### src/rtl/pattern_counter.sv
// Serial pattern detector: slides a PATTERN_WIDTH-bit window over bit_in and counts every (overlapping) match.
// Define PATTERN_COUNTER_SATURATE_EN to make match_count stick at all-ones instead of wrapping.
module pattern_counter #(
    parameter int PATTERN_WIDTH = 4,
    parameter int COUNT_WIDTH   = 16
) (
    input  logic                     clk,
    input  logic                     rst,
    input  logic                     bit_in,
    input  logic [PATTERN_WIDTH-1:0] pattern,
    input  logic                     enable,
    output logic [COUNT_WIDTH-1:0]   match_count,
    output logic                     pattern_match,
    output logic                     ready
);

    localparam int                FILL_W    = $clog2(PATTERN_WIDTH + 1);
    localparam logic [FILL_W-1:0] FILL_FULL = FILL_W'(PATTERN_WIDTH);
    localparam logic [FILL_W-1:0] FILL_ONE  = FILL_W'(1);

    logic [PATTERN_WIDTH-1:0] window;
    logic [PATTERN_WIDTH-1:0] next_window;
    logic [FILL_W-1:0]        fill;
    logic [FILL_W-1:0]        next_fill;
    logic [COUNT_WIDTH-1:0]   next_count;
    logic                     hit;

    // NOTE: every signal gets a default at the top of always_comb so no path leaves it unassigned and infers a latch.
    always_comb begin
        next_window = {window[PATTERN_WIDTH-2:0], bit_in};
        next_fill   = (fill == FILL_FULL) ? fill : fill + FILL_ONE;
        // The window only becomes trustworthy once it will hold PATTERN_WIDTH real bits after this edge.
        hit         = enable && (fill >= FILL_FULL - FILL_ONE) && (next_window == pattern);
        next_count  = match_count;
`ifdef PATTERN_COUNTER_SATURATE_EN
        if (hit && (match_count != {COUNT_WIDTH{1'b1}})) begin
            next_count = match_count + COUNT_WIDTH'(1);
        end
`else
        if (hit) begin
            next_count = match_count + COUNT_WIDTH'(1);
        end
`endif
    end

    // NOTE: sequential state uses non-blocking assignments so all registers update together from pre-edge values.
    always_ff @(posedge clk or negedge rst) begin
        if (!rst) begin
            window        <= '0;
            fill          <= '0;
            match_count   <= '0;
            pattern_match <= 1'b0;
            ready         <= 1'b0;
        end else begin
            pattern_match <= hit;
            match_count   <= next_count;
            if (enable) begin
                window <= next_window;
                fill   <= next_fill;
                ready  <= (next_fill == FILL_FULL);
            end
        end
    end

endmodule

### config.mk
export PLATFORM = sky130hd
export DESIGN_NAME = pattern_counter
export DESIGN_NICKNAME = d
export VERILOG_FILES = /design/src/rtl/pattern_counter.sv
export SDC_FILE = /design/constraint.sdc
export NUM_CORES = 1
export LEC_CHECK = 0
export BUFFER_PORTS_ARGS = -buffer_cell sky130_fd_sc_hd__buf_2
export CAP_MARGIN = 20
export CORE_UTILIZATION = 51
export DETAILED_ROUTE_END_ITERATION = 7
export GPL_ROUTABILITY_DRIVEN = 0
export PLACE_DENSITY = 0.84
export SETUP_SLACK_MARGIN = 0.1
export SYNTH_ARGS = -nofsm -noshare
export SYNTH_HDL_FRONTEND = slang
export SYNTH_SLANG_ARGS = --single-unit
### constraint.sdc
create_clock -name clk -period 2.2 [get_ports clk]
set_clock_uncertainty 0.1 [all_clocks]
set_input_delay 0.44 -clock clk [delete_from_list [all_inputs] [get_ports clk]]
set_output_delay 0.44 -clock clk [all_outputs]
set_load 0.03 [all_outputs]
==> flow_metrics.tcl <==
set metrics [dict create \
    hpwlAfterDp_um 1610 \
    avgRoutedWirePerCell_um 12.7 \
    h-tree-depth 1 \
    hp-start "bit_in" \
    clkLatencyLatePin_ns 0.31 \
    min_period_over_period_pct 86.5 \
    drv_slew 0 \
    clk_pin_slew_worst_paths_ns 0.13 \
    relSlewSlack_pct 65.9 \
    final.min_clock_period_ns 1.90 \
    path_delay_family "flip-flops" \
    power-per-cell-area_mw_per_mm2 879 \
    cts_root_buf "clkbuf_4" \
    worst_ep_required_time_ns 2.31 \
    start_util_pct 54.4 \
    grt_pass1_vias 839 \
    dieArea_mm2 0.00256 \
    finalHoldViolCount 0 \
    stdcell_area_mm2 0.00141 \
    cts_buffer_depth 2 \
    status "complete, no violations" \
    path_class "reg2reg" \
    die-width_um 50.6 \
    crit_chain "ha_1 -> ha_1 -> a211o_2 -> nand4_4 -> nor2_1 -> mux2_2" \
    fmax_mhz 525 \
    power_leakage_uw 0.000732 \
    post_dp_cell_area_mm2 0.00135 \
    antenna_found_initial 0 \
    max_cap_viol_count 0 \
    dr_wl_met3_um 69 \
    initialDrtViolationCount 17 \
    wl_met2_um 992 \
    min_path_type "in2reg" \
    maxUsedRoutingLayer "met4" \
    final_cell_mix "buf_2 (25), dfrtp_1 (24), xor2_1 (10)" \
    die-height_um 50.6 \
    postSynthCellCount 105 \
    final_common_cell "buf_2" \
    cp_max_fo 10 \
    fin_setup_tns_ns 0 \
    antenna_left 0 \
    layout.nets 146 \
    path_common_cell "ha_1" \
    overflow 0 \
    rsz0062_at_grt "false" \
    holdWs_ns 0.309 \
    post_cts_buffers 0 \
    seq_area_frac_synth_pct 49.9 \
    io_pins 26 \
    drive_above_1_share_pct 29.3 \
    grt_use_total_pct 18.7 \
    p_total_uw 1240 \
    numCtsBuffers 3 \
    syn_avg_cell_area_um2 11.5 \
    slowest_delay_ns 0.47 \
    ys_warn_count 0 \
    worstPathArrival_ns 2.01 \
    setup_viol_count_final 0 \
    cts_tree "done" \
    met1Wirelength_um 950 \
    core_mm2 0.00221 \
    cts_sinks 24 \
    totalWireLength_um 2040 \
    diodes 0 \
    crit_buf_inv 0 \
    ys_ff_latch 24 \
    r2r_start "fill[0]$_DFFE_PN0P_" \
    avgViaCountPerCell 5.30 \
    grt_max_degree 25 \
    place.port_buffers 25 \
    tightestPinTransition_ns 0.511 \
    start_kind "flop" \
    synth_fp_nets 117 \
    cp_slowest_cell "dfrtp_1" \
    endpoint_kind "flop" \
    dpl_worst_slack_ns 0.310 \
    areaGrowthSynthToFinish_pct 17.2 \
    rows 17 \
    synth_cell_types 24 \
    first_pass_iters 4 \
    remaining_drc_errors 0 \
    startpoint "fill[0]$_DFFE_PN0P_" \
    synth.cell_area_mm2 0.00120 \
    grt_pass1_wl_um 3580 \
    peakVddDrop_v 0.000704 \
    num_vias 853 \
    worst_slack_ns 0.296 \
]
[flip-flops by register name, indices dropped and copies added, names as in the netlist]
signal,flops
match_count,16
pattern_match,1
fill,3
ready,1
window,3
[worst paths after layout]
check,to,slack (ns),depth (start not counted)
max,match_count[1]$_DFFE_PN0P_,0.30,6
min,window[0]$_DFFE_PN0P_,0.31,2
max reg2reg,match_count[1]$_DFFE_PN0P_,0.30,6
min reg2reg,match_count[15]$_DFFE_PN0P_,0.37,1
max in group asynchronous,ready$_DFFE_PN0P_,1.14,2
min in group asynchronous,match_count[2]$_DFFE_PN0P_,0.52,2
[routing by layer]
layer  track usage, %  vias to the layer above
met5                0                        -
met4             5.56                        0
met3             2.73                        6
met2             31.6                       20
met1             24.8                      401
li1                 -                      426
[synth_stat cells]
library cell / number / share of area (%)
dfrtp_1: 24 / 50
xnor2_1: 7 / 5.1
nor2_1: 2 / 0.62
nand2_1: 8 / 2.5
ha_1: 4 / 4.2
nor3b_2: 1 / 1.0
nor4_1: 2 / 1.0
o21ai_0: 3 / 1.2
nor3_1: 7 / 2.9
a21oi_1: 2 / 0.83
and3_1: 1 / 0.52
a211o_2: 1 / 0.83
xor2_1: 10 / 7.3
nand3_1: 7 / 2.9
nand4_1: 5 / 2.6
inv_1: 5 / 1.6
nand4_4: 1 / 1.8
nand2b_1: 1 / 0.52
xnor2_2: 3 / 4.1
buf_2: 1 / 0.42
o31ai_1: 1 / 0.62
mux2_2: 4 / 3.7
buf_6: 1 / 0.94
and4_1: 4 / 2.9
[cell families (layout without fill, tap and decap cells)]
kind of cell	Yosys count	in the layout	share of synthesized area (%)
DFF	24	24	49.9
AOI/OAI and AO/OA	7	7	3.53
xor gates and xnor gates	20	20	16.4
and+or+nand+nor	39	39	19.3
adders and majority gates	4	4	4.16
buffers and inverters	7	35	2.91
muxes	4	4	3.74
[stage by stage]
step | utilization [%] | std cells
after global routing | 63.7 | 161
final | 63.7 | 161
after CTS | 63.7 | 161
after global placement | 60.9 | 156
after floorplan | - | 105
after detailed placement | 60.9 | 156
[worst reg2reg max path, cell delays in order (launching register included)]
cell and delay [ns]:
dfrtp_1 0.47, ha_1 0.19, ha_1 0.14, a211o_2 0.12, nand4_4 0.14, nor2_1 0.28, mux2_2 0.37
[report_power, final]
| part | switching, uW | internal [uW] |
|---|---|---|
| combinational | 202 | 144 |
| clock | 128 | 184 |
| sequential | 77.7 | 503 |
[cell type report]
cell class | instances | area [um^2]
Inverter | 5 | 18.8
Tap cell | 28 | 35.0
Clock buffer | 3 | 22.5
Timing Repair Buffer | 26 | 135
Clock inverter | 1 | 30.0
Sequential cell | 24 | 601
Fill cell | 179 | 802
Multi-Input combinational cell | 74 | 568
[timing repair]
item / CTS / global route
hold buffers: 1 / 0
hold endpoints to repair: 24 / 0
resized for setup: 0 / 0
Note: power is estimated with default switching activity, not from simulation.
